==> src/rtl/usb_rx_pkg.sv <==
// usb_rx_pkg
// Types and default constants shared by the USB receive datapath blocks.
//   rx_state_t          : deserializer state (RUN = framing words, ERR = stuffing violation)
//   DEFAULT_DATA_WIDTH  : default bits per assembled word
//   DEFAULT_STUFF_LEN   : default run of ones after which a stuffed bit follows
package usb_rx_pkg;

  typedef enum logic {
    RUN = 1'b0,
    ERR = 1'b1
  } rx_state_t;

  localparam int DEFAULT_DATA_WIDTH = 8;
  localparam int DEFAULT_STUFF_LEN  = 6;

endpackage

==> src/rtl/flex_stp_sr.sv <==
// flex_stp_sr
// Flexible serial-to-parallel shift register.
//   clk          : rising-edge clock
//   n_rst        : asynchronous active-low reset, loads all ones (line idle level)
//   shift_enable : shift one bit in this cycle
//   serial_in    : bit entering the register
//   parallel_out : current register contents
// SHIFT_MSB=1 shifts toward the MSB with new bits entering at bit 0;
// SHIFT_MSB=0 shifts toward the LSB with new bits entering at the MSB.
module flex_stp_sr #(
  parameter int NUM_BITS  = 4,
  parameter bit SHIFT_MSB = 1'b1
) (
  input  logic                clk,
  input  logic                n_rst,
  input  logic                shift_enable,
  input  logic                serial_in,
  output logic [NUM_BITS-1:0] parallel_out
);

  always_ff @(posedge clk or negedge n_rst) begin
    if (!n_rst) begin
      parallel_out <= '1;
    end else if (shift_enable) begin
      if (SHIFT_MSB) begin
        parallel_out <= {parallel_out[NUM_BITS-2:0], serial_in};
      end else begin
        parallel_out <= {serial_in, parallel_out[NUM_BITS-1:1]};
      end
    end
  end

endmodule

==> src/rtl/rx_deserializer.sv <==
// rx_deserializer
// Assembles NRZI-decoded serial bits into words, removing stuffed bits and
// flagging stuffing violations.
//   clk          : rising-edge clock
//   n_rst        : asynchronous active-low reset
//   shift_enable : one-cycle strobe marking a valid bit on d_orig
//   d_orig       : decoded serial bit
//   clear        : synchronous restart of word framing (SYNC / EOP)
//   rcv_data     : last complete word, held until the next one
//   byte_ready   : one-cycle pulse when rcv_data updates
//   stuff_err    : stuffing violation seen, held until clear
//   partial      : an incomplete word is being held
module rx_deserializer
  import usb_rx_pkg::*;
#(
  parameter int DATA_WIDTH = DEFAULT_DATA_WIDTH,
  parameter bit LSB_FIRST  = 1'b1,
  parameter int STUFF_LEN  = DEFAULT_STUFF_LEN
) (
  input  logic                  clk,
  input  logic                  n_rst,
  input  logic                  shift_enable,
  input  logic                  d_orig,
  input  logic                  clear,
  output logic [DATA_WIDTH-1:0] rcv_data,
  output logic                  byte_ready,
  output logic                  stuff_err,
  output logic                  partial
);

  localparam int BW = $clog2(DATA_WIDTH);
  localparam int OW = $clog2(STUFF_LEN + 1);
  localparam logic [BW-1:0] BIT_LAST = BW'(DATA_WIDTH - 1);
  localparam logic [OW-1:0] ONES_MAX = OW'(STUFF_LEN);

  rx_state_t state, next_state;

  logic [BW-1:0]         bit_cnt;
  logic [OW-1:0]         ones_cnt;
  logic                  word_done;
  logic                  shift_bit;
  logic                  stuffed_bit;
  logic [DATA_WIDTH-1:0] sr_word;

  // The shift register only sees bits that are real data: stuffed bits,
  // bits arriving in ERR, and bits coinciding with clear never reach it.
  flex_stp_sr #(
    .NUM_BITS  (DATA_WIDTH),
    .SHIFT_MSB (!LSB_FIRST)
  ) u_shift (
    .clk          (clk),
    .n_rst        (n_rst),
    .shift_enable (shift_bit),
    .serial_in    (d_orig),
    .parallel_out (sr_word)
  );

  always_ff @(posedge clk or negedge n_rst) begin
    if (!n_rst) begin
      state <= RUN;
    end else begin
      state <= next_state;
    end
  end

  // A bit following a full run of ones is the stuffed bit; it must be 0,
  // otherwise the stream is corrupt and we park in ERR until clear.
  always_comb begin
    next_state  = state;
    shift_bit   = 1'b0;
    stuffed_bit = 1'b0;
    if (clear) begin
      next_state = RUN;
    end else if (state == RUN && shift_enable) begin
      if (ones_cnt == ONES_MAX) begin
        stuffed_bit = 1'b1;
        if (d_orig) begin
          next_state = ERR;
        end
      end else begin
        shift_bit = 1'b1;
      end
    end
  end

  // The ones run deliberately carries across word boundaries, since
  // stuffing is a property of the bit stream rather than of the words.
  always_ff @(posedge clk or negedge n_rst) begin
    if (!n_rst) begin
      bit_cnt   <= '0;
      ones_cnt  <= '0;
      word_done <= 1'b0;
    end else if (clear) begin
      bit_cnt   <= '0;
      ones_cnt  <= '0;
      word_done <= 1'b0;
    end else begin
      word_done <= 1'b0;
      if (stuffed_bit) begin
        ones_cnt <= '0;
      end else if (shift_bit) begin
        ones_cnt <= d_orig ? ones_cnt + OW'(1) : '0;
        if (bit_cnt == BIT_LAST) begin
          bit_cnt   <= '0;
          word_done <= 1'b1;
        end else begin
          bit_cnt <= bit_cnt + BW'(1);
        end
      end
    end
  end

  // Capture happens one cycle after the last shift. A shift in that same
  // cycle starts the next word, but the nonblocking read still sees the
  // completed word. A clear in the capture cycle drops the word.
  always_ff @(posedge clk or negedge n_rst) begin
    if (!n_rst) begin
      rcv_data   <= '0;
      byte_ready <= 1'b0;
    end else begin
      byte_ready <= word_done && !clear;
      if (word_done && !clear) begin
        rcv_data <= sr_word;
      end
    end
  end

  assign stuff_err = (state == ERR);
  assign partial   = (bit_cnt != '0);

endmodule

==> config.mk <==
export PLATFORM = sky130hd
export DESIGN_NAME = rx_deserializer
export DESIGN_NICKNAME = d
export VERILOG_FILES = /design/src/rtl/usb_rx_pkg.sv /design/src/rtl/flex_stp_sr.sv /design/src/rtl/rx_deserializer.sv
export SDC_FILE = /design/constraint.sdc
export NUM_CORES = 1
export LEC_CHECK = 0
export CAP_MARGIN = 20
export CORE_ASPECT_RATIO = 0.75
export CORE_MARGIN = 4
export CORE_UTILIZATION = 25
export CTS_BUF_LIST = sky130_fd_sc_hd__clkbuf_8
export DETAILED_ROUTE_END_ITERATION = 10
export PLACE_DENSITY = 0.41
export SLEW_MARGIN = 20
export SYNTH_ARGS = -nofsm -noshare
export SYNTH_HDL_FRONTEND = slang
export SYNTH_HIERARCHICAL = 1
export SYNTH_SLANG_ARGS = --single-unit
==> constraint.sdc <==
create_clock -name clk -period 1.5 [get_ports clk]
set_clock_uncertainty 0.05 [all_clocks]
set_input_delay 0.225 -clock clk [delete_from_list [all_inputs] [get_ports clk]]
set_output_delay 0.225 -clock clk [all_outputs]
set_load 0.05 [all_outputs]
==> flow_metrics.py, run 1 <==
metrics = {
    "timing": {
        "setup_viol": 0,
        "hold_viol": 0,
        "tightest_slew_ns": 0.3278,
        "fin_setup_tns_ns": 0,
        "maxSlewHeadroom_pct": 78.15,
        "period_minus_slack_ns": 1.491,
        "post-route-period-util_pct": 99.40,
        "max_freq_ghz": 0.6707,
        "slew_viol_final": 0,
        "grt_setup_unrepaired": "yes",
    },
    "cts": {
        "cts_made_buffers": 3,
        "cts.sinks": 25,
        "cts-htree-levels": 1,
        "root_buffer": "clkbuf_8",
        "ctsHoldBuffers": 0,
        "clk_pin_slew_ns": 0.09,
        "clk_path_buf_depth": 2,
        "insertion_delay_ns": 0.26,
        "tritoncts": "yes",
    },
    "routing": {
        "routed_wl_um": 2192,
        "drt_pre_antenna_iters": 4,
        "drtAntennaViolNets": 0,
        "via_per_inst": 4.234,
        "num_vias": 724,
        "drtIter0Drc": 11,
        "drc_errors": 0,
        "wl_per_cell_um": 12.82,
    },
    "setup_path": {
        "cp.arrival_ns": 1.64,
        "reg2reg_to": "bit_cnt[0]",
        "reg2reg_depth": 4,
        "required_ns": 1.65,
        "r2r_slack_ns": 0.009,
        "start_kind": "register",
        "end_kind": "register",
        "path_class": "reg -> reg",
        "crit_fanout": 2,
        "r2r_start": "bit_cnt[1]",
    },
    "final_layout": {
        "area_growth_pct": 50.00,
        "regArea_um2": 636.9,
        "multi_input_area_um2": 510.5,
        "fillers": 386,
        "finalInstanceArea_um2": 1678,
        "diodes": 0,
        "layout.nets": 127,
        "drive_gt1_share_pct": 61.21,
    },
    "die": {
        "start_util_pct": 26.77,
        "pin_count": 16,
        "dieArea_um2": 5620,
        "core_area_um2": 4179,
        "die_w_um": 85.24,
        "die_h_um": 65.93,
        "num_rows": 20,
    },
    "min_path": {
        "min_path_type": "in -> async",
    },
    "global_route": {
        "grt_pass1_wl_um": 3726,
        "grt.overflow.total": 0,
        "grt_pass1_vias": 769,
        "grt_max_degree": 26,
        "antenna_found_initial": 0,
        "grt_usage_pct": 8.562,
    },
    "pwr": {
        "p_clk_share_pct": 24.8,
        "p_int_uw": 1198,
        "p_sw_uw": 372.8,
        "peakVddDrop_mv": 0.4786,
        "p_seq_share_pct": 57.0,
        "p_leak_uw": 0.0007495,
        "p_total_uw": 1570,
        "pwr-share-comb_pct": 18.2,
        "power.density_nw_per_um2": 936.0,
        "swShare_pct": 23.74,
    },
    "run_status": {
        "status": "completed",
    },
    "synthesis": {
        "syn_nets": 92,
        "synthTopCellsByCount": "dfrtp_1, dfstp_2, mux2_2, mux2_4, a21oi_1",
        "ys_seq_area_share_pct": 56.82,
        "synthMostInstantiatedCell": "dfrtp_1",
        "synth_flop_cell": "dfrtp_1",
        "netlist_instances": 82,
        "synthTopCellsByArea": "dfrtp_1, dfstp_2, mux2_4, mux2_2, ha_1",
        "synth_top_area_cell": "dfrtp_1",
        "synth_edf_count": 0,
        "synth_cell_types": 22,
        "synth_warnings": 6,
        "async_reset_ff_share_pct": 100.0,
        "synthesis.area_um2": 1119,
        "syn_avg_cell_area_um2": 13.64,
        "netlist.area_leader.share_pct": 38.03,
        "synth-seq-cells": 25,
    },
    "placed_design": {
        "port_buffers": 15,
        "hpwlAfterDp_um": 1552,
        "dpl_cell_area_um2": 1555,
        "place.gp.congestion": 0.7215,
    },
    "run": {
        "max-cap-violations": 0,
    },
}
==> cell type report <==
| type | instances | share of cell area (%) |
|---|---|---|
| flip-flops and latches | 25 | 37.96 |
| multi-input cells | 51 | 30.43 |
| repair buffers | 33 | 24.01 |
| well taps | 55 | 4.101 |
| clock buffers | 3 | 2.461 |
| inverters | 3 | 0.8203 |
| clock inverters | 1 | 0.2237 |
==> critical path: stages (launching register included) <==
cell	delay [ns]
dfrtp_1	0.40
ha_2	0.20
ha_4	0.16
or4_4	0.47
a21oi_2	0.14
==> stage by stage <==
step	hold WS, ns	utilization [%]	setup WS [ns]	std cells
floorplan	-0.1206	-	0.003853	82
global placement	0.4954	37.22	-0.1517	165
detailed placement	0.5046	37.22	-0.1686	165
CTS	0.2763	39.31	-0.01682	170
global route	0.2956	40.15	-0.03382	171
finish	0.2641	40.15	0.008994	171
==> cell families (layout without fill, tap and decap cells) <==
| family | Yosys count | count (layout) | synth area share, % |
|---|---|---|---|
| adder cells (fa/ha/maj) | 5 | 5 | 5.593 |
| multiplexers | 16 | 16 | 18.79 |
| buffers and inverters | 6 | 40 | 2.908 |
| flip-flops | 25 | 25 | 56.82 |
| AND/OR/NAND/NOR | 19 | 19 | 10.85 |
| AO/OA/AOI/OAI | 11 | 11 | 5.034 |
==> power groups by stage <==
stage	logic (uW)	registers [uW]	clock network (uW)
detailed placement	264	909	0
floorplan	181	883	0
global placement	259	910	0
CTS	275	898	418
global route	307	914	451
finish	286	895	390
==> state kept, by name, summed over array words and instances, names as in the netlist <==
register and flops:
rcv_data 8, u_shift/parallel_out 8, bit_cnt 3, ones_cnt 3, byte_ready 1, stuff_err 1, word_done 1
==> worst max path at each step <==
| stage | startpoint | end | slack, ns | cells past startpoint |
|---|---|---|---|---|
| 2_1_floorplan | ones_cnt[0] | u_shift/parallel_out[0] | 0.004 | 7 |
| 3_3_place_gp | shift_enable | u_shift/parallel_out[7] | -0.15 | 6 |
| 3_5_place_dp | shift_enable | bit_cnt[0] | -0.17 | 5 |
| 4_1_cts | bit_cnt[1] | bit_cnt[0] | -0.02 | 4 |
| 5_1_grt | bit_cnt[1] | partial | -0.03 | 5 |
| 6_report | bit_cnt[1] | bit_cnt[0] | 0.009 | 4 |
==> what timing repair did <==
item | in CTS | in global routing
resized for setup | 9 | 8
pin swaps | 5 | 3
setup buffers | 1 | 1
setup endpoints to repair | 10 | 10
==> cell usage in the layout (no fill, tap or decap), types with 3 or more instances in the layout <==
cell              n
dfrtp_1          16
buf_4            16
buf_12           11
mux2_2            8
mux2_4            8
dfstp_2           8
a21oi_1           5
o21ai_0           4
clkdlybuf4s50_1   4
nand4b_1          3
clkbuf_8          3
==> layer usage <==
| metal | GRT usage (%) | part of all wire (%) | wire length [um] | vias to the layer above |
|---|---|---|---|---|
| li1 | - | - | - | 357 |
| met1 | 11.69 | 52 | 1131 | 358 |
| met2 | 12.79 | 45 | 993 | 7 |
| met3 | 2.615 | 1.8 | 40 | 2 |
| met4 | 2.964 | 1.2 | 27 | 0 |
| met5 | 0 | 0 | 0 | - |
(Power assumes the default switching activity.)
==> inputs of run 2 (changes only) <==
--- a/config.mk
+++ b/config.mk
@@ -12,6 +12,7 @@
 export CTS_BUF_LIST = sky130_fd_sc_hd__clkbuf_8
 export DETAILED_ROUTE_END_ITERATION = 10
 export PLACE_DENSITY = 0.41
+export RECOVER_POWER = 25
 export SLEW_MARGIN = 20
 export SYNTH_ARGS = -nofsm -noshare
 export SYNTH_HDL_FRONTEND = slang
==> run 2 against run 1 <==
Die area is the same. Routed wire length is essentially flat. Combinational power is essentially flat. Register-to-register slack is essentially flat. Cell area shrank 0.15%. Flip-flop and latch count is the same. Largest power group unchanged. Sequential power is essentially flat. Sequential share of layout area grew 0.057 points.
==> flow_metrics.py, run 2 (synthesis results as in run 1) <==
metrics = {
    "global_route": {
        "antenna_found_initial": 0,
        "grt_pass1_vias": 769,
        "grt_max_degree": 26,
        "met1_usage_pct": 11.69,
        "use_met3_pct": 2.615,
        "grt_usage_pct": 8.562,
        "grt_util_met2_pct": 12.79,
        "grt.overflow.total": 0,
        "busiest_layer": "met2",
        "grt_pass1_wl_um": 3726,
    },
    "cts": {
        "tritoncts": "yes",
        "clk_pin_slew_ns": 0.09,
        "cts-htree-levels": 1,
        "cts_made_buffers": 3,
        "insertion_delay_ns": 0.26,
        "root_buffer": "clkbuf_8",
        "cts.sinks": 25,
        "clk_path_buf_depth": 2,
    },
    "die": {
        "pin_count": 16,
        "start_util_pct": 26.77,
        "core_area_um2": 4179,
        "dieArea_um2": 5620,
        "die_w_um": 85.24,
        "die_h_um": 65.93,
        "num_rows": 20,
    },
    "placed_design": {
        "hpwlAfterDp_um": 1552,
        "place.gp.congestion": 0.7215,
        "port_buffers": 15,
    },
    "routing": {
        "num_vias": 724,
        "drtIter0Drc": 11,
        "routed_wl_um": 2190,
        "drtAntennaViolNets": 0,
        "wl_per_cell_um": 12.81,
        "drt_pre_antenna_iters": 4,
        "drc_errors": 0,
        "via_per_inst": 4.234,
    },
    "timing": {
        "post-route-period-util_pct": 99.40,
        "hold_ws_ns": 0.4455,
        "slew_viol_final": 0,
        "hold_viol": 0,
        "setup_viol": 0,
        "maxSlewHeadroom_pct": 57.97,
        "period_minus_slack_ns": 1.491,
        "grt_setup_unrepaired": "yes",
        "tightest_slew_ns": 0.6304,
        "max_freq_ghz": 0.6707,
    },
    "pwr": {
        "p_leak_uw": 0.0007491,
        "peakVddDrop_mv": 0.4786,
        "power.density_nw_per_um2": 936.5,
        "p_total_uw": 1569,
    },
    "run": {
        "max-cap-violations": 0,
    },
    "final_layout": {
        "reg_top3": "rcv_data: 8 flops, u_shift/parallel_out: 8 flops",
        "diodes": 0,
        "layout.nets": 127,
        "area_growth_pct": 49.78,
        "mostFrequentLayoutCells": "dfrtp_1, buf_4, buf_12",
        "layout_commonest_cell": "dfrtp_1",
        "drive_gt1_share_pct": 61.21,
    },
    "setup_path": {
        "path_class": "reg -> reg",
        "cp.arrival_ns": 1.64,
        "end_kind": "register",
        "start_kind": "register",
        "crit_fanout": 2,
        "required_ns": 1.65,
    },
    "min_path": {
        "min_path_type": "in -> async",
    },
    "run_status": {
        "status": "completed",
    },
}
-- run 2: repair_timing --
item	in CTS	in global routing
setup endpoints to repair	10	10
hold buffers	0	0
pin swaps	5	3
buffers inserted	1	1
resized for setup	9	8
-- run 2: final cells by class --
type                    instances  area (um^2)
inverters                       3        13.76
flip-flops and latches         25        636.9
clock inverters                 1        3.754
fillers                       385         2504
well taps                      55        68.82
repair buffers                 33        400.4
multi-input cells              51        510.5
clock buffers                   3        41.29
-- run 2: through the flow --
| stage | area, um^2 | TNS [ns] | instances | setup WS, ns | utilization, % |
|---|---|---|---|---|---|
| 3_5_place_dp | 1555 | -1.903 | 165 | -0.1686 | 37.22 |
| 2_1_floorplan | 1127 | 0 | 82 | 0.003853 | - |
| 6_report | 1675 | 0 | 171 | 0.008994 | 40.09 |
| 3_3_place_gp | 1555 | -1.663 | 165 | -0.1517 | 37.22 |
| 5_1_grt | 1675 | -0.05452 | 171 | -0.03382 | 40.09 |
| 4_1_cts | 1643 | -0.03099 | 170 | -0.01682 | 39.31 |
-- run 2: power breakdown --
group	switching [uW]	internal, uW
Clock	207	183
Combinational	97.3	187
Sequential	68.8	826
Total	373	1200
-- run 2: per-layer routing --
| layer | wire length [um] | share of wire, % |
|---|---|---|
| met2 | 992 | 45 |
| met5 | 0 | 0 |
| met3 | 40 | 1.8 |
| met1 | 1130 | 52 |
| met4 | 27 | 1.2 |
-- run 2: critical path: stages (launching register included) --
cell and delay (ns):
dfrtp_1 0.40, ha_2 0.20, ha_4 0.16, or4_4 0.47, a21oi_2 0.14
-- run 2: worst paths after layout --
| check | from | to | slack (ns) | cells past startpoint |
|---|---|---|---|---|
| setup / recovery | bit_cnt[1] | bit_cnt[0] | 0.009 | 4 |
| hold / removal | n_rst | stuff_err | 0.45 | 2 |
| setup reg to reg | bit_cnt[1] | bit_cnt[0] | 0.009 | 4 |
| hold reg to reg | ones_cnt[0] | ones_cnt[0] | 0.52 | 3 |
| max in group asynchronous | n_rst | stuff_err | 0.52 | 2 |
| min in group clk | ones_cnt[0] | ones_cnt[0] | 0.52 | 3 |
==> inputs of run 3 (changes only) <==
--- a/config.mk
+++ b/config.mk
@@ -11,7 +11,7 @@
 export CORE_UTILIZATION = 25
 export CTS_BUF_LIST = sky130_fd_sc_hd__clkbuf_8
 export DETAILED_ROUTE_END_ITERATION = 10
-export PLACE_DENSITY = 0.41
+export PLACE_DENSITY = 0.46
 export RECOVER_POWER = 25
 export SLEW_MARGIN = 20
 export SYNTH_ARGS = -nofsm -noshare
==> run 3 against run 2 <==
The flow now finishes with violations (negative setup slack). Flip-flop and latch count is the same. Hold slack gained 0.0014 ns. Combinational power is essentially flat. Routed wire length grew 0.59%. Sequential share of layout area is essentially flat. Via count grew 1.5%. Critical path depth is the same. Die area is the same. Non-clock buffer count shrank 1. Power grew 0.84%. Count of clock-buffer cells in the layout is the same. Critical endpoint unchanged.
==> flow_metrics.py, run 3 (synthesis results as in run 1) <==
metrics = {
    "routing": {
        "num_vias": 735,
        "drt_pre_antenna_iters": 4,
        "via_per_inst": 4.324,
        "drtAntennaViolNets": 0,
        "routed_wl_um": 2203,
        "wl_per_cell_um": 12.96,
        "drc_errors": 0,
        "drtIter0Drc": 41,
    },
    "global_route": {
        "grt_util_met2_pct": 14.53,
        "grt_pass1_wl_um": 4008,
        "busiest_layer": "met2",
        "grt_max_degree": 26,
        "antenna_found_initial": 0,
        "met1_usage_pct": 12.03,
        "grt_pass1_vias": 822,
        "use_met3_pct": 2.740,
        "grt.overflow.total": 0,
        "grt_usage_pct": 9.266,
    },
    "pwr": {
        "peakVddDrop_mv": 0.4637,
        "swShare_pct": 24.17,
        "p_int_uw": 1200,
        "p_seq_share_pct": 57.0,
        "power.density_nw_per_um2": 945.1,
        "p_sw_uw": 382.4,
        "p_leak_uw": 0.0007439,
        "p_clk_share_pct": 25.1,
        "pwr-share-comb_pct": 17.8,
    },
    "final_layout": {
        "layout.nets": 126,
        "area_growth_pct": 49.66,
        "mostFrequentLayoutCells": "dfrtp_1, buf_4, buf_12",
        "final_cells": 170,
        "diodes": 0,
        "drive_gt1_share_pct": 61.74,
        "finalInstanceArea_um2": 1674,
        "reg_top3": "rcv_data: 8 flops, u_shift/parallel_out: 8 flops",
        "layout_commonest_cell": "dfrtp_1",
    },
    "setup_path": {
        "crit_fanout": 2,
        "r2r_start": "bit_cnt[0]",
        "cp-startpoint": "bit_cnt[0]",
        "cp.arrival_ns": 1.67,
        "end_kind": "register",
        "reg2reg_depth": 4,
        "path_class": "reg -> reg",
        "required_ns": 1.65,
        "start_kind": "register",
    },
    "placed_design": {
        "port_buffers": 15,
        "place.gp.congestion": 0.6738,
        "place_inst": 163,
        "dpl_cell_area_um2": 1540,
        "hpwlAfterDp_um": 1601,
    },
    "die": {
        "num_rows": 20,
        "die_h_um": 65.93,
        "dieArea_um2": 5620,
        "die_w_um": 85.24,
        "core_area_um2": 4179,
        "pin_count": 16,
        "start_util_pct": 26.77,
    },
    "cts": {
        "clk_pin_slew_ns": 0.09,
        "cts_made_buffers": 3,
        "insertion_delay_ns": 0.26,
        "clk_path_buf_depth": 2,
        "cts.sinks": 25,
        "tritoncts": "yes",
        "root_buffer": "clkbuf_8",
        "cts-htree-levels": 1,
        "ctsHoldBuffers": 0,
    },
    "timing": {
        "fin_setup_tns_ns": -0.01551,
        "period_minus_slack_ns": 1.516,
        "setup_viol": 1,
        "post-route-period-util_pct": 101.0,
        "hold_viol": 0,
        "tightest_slew_ns": 0.6329,
        "fin_ws_ns": -0.01551,
        "grt_setup_unrepaired": "yes",
        "maxSlewHeadroom_pct": 57.80,
        "max_freq_ghz": 0.6598,
        "slew_viol_final": 0,
    },
    "run_status": {
        "status": "finished with violations",
        "failed_checks": "negative setup slack",
    },
    "min_path": {
        "min_path_type": "in -> async",
    },
    "run": {
        "max-cap-violations": 0,
    },
}
run 3: timing repair:
item | in CTS | in global routing
resized for setup | 6 | 11
pin swaps | 3 | 3
setup endpoints to repair | 10 | 10
setup buffers | 3 | 0
cloned | 0 | 0
run 3: routing by layer:
layer	vias up	routed length, um	share of wire (%)
met4	0	34	1.5
met2	10	1030	47
met1	370	1045	47
met3	2	94	4.3
met5	-	0	0
li1	353	-	-
run 3: worst paths after layout:
kind / to / slack (ns)
min: word_done / 0.45
max: bit_cnt[0] / -0.02
min reg2reg: rcv_data[0] / 0.53
max reg2reg: bit_cnt[0] / -0.02
min in group clk: rcv_data[0] / 0.53
max in group asynchronous: stuff_err / 0.51
run 3: cell type report:
class,count,area (um^2)
flip-flops and latches,25,636.9
fillers,395,2505
inverters,3,11.26
clock buffers,3,41.29
well taps,55,68.82
clock inverters,1,5.005
repair buffers,32,392.9
multi-input cells,51,518.0
run 3: through the flow:
step	hold WS, ns	power, uW	worst slack, ns	util (%)
6_report	0.4468	1582	-0.01551	40.06
3_5_place_dp	0.5129	1173	-0.1494	36.86
2_1_floorplan	-0.1206	1064	0.003853	-
5_1_grt	0.4998	1674	-0.04530	40.06
4_1_cts	0.2657	1591	-0.01764	39.10
3_3_place_gp	0.4921	1161	-0.1443	36.86
run 3: critical path, cell delays in order, from the launching register on:
cell	delay, ns
dfrtp_1	0.41
ha_2	0.20
ha_4	0.16
or4_4	0.50
a21oi_2	0.13
run 3: power groups by stage:
stage	logic (uW)	clock network [uW]	registers, uW
detailed placement	258	0	914
CTS	271	416	904
floorplan	181	0	883
global placement	252	0	909
finish	282	398	902
global route	305	445	923
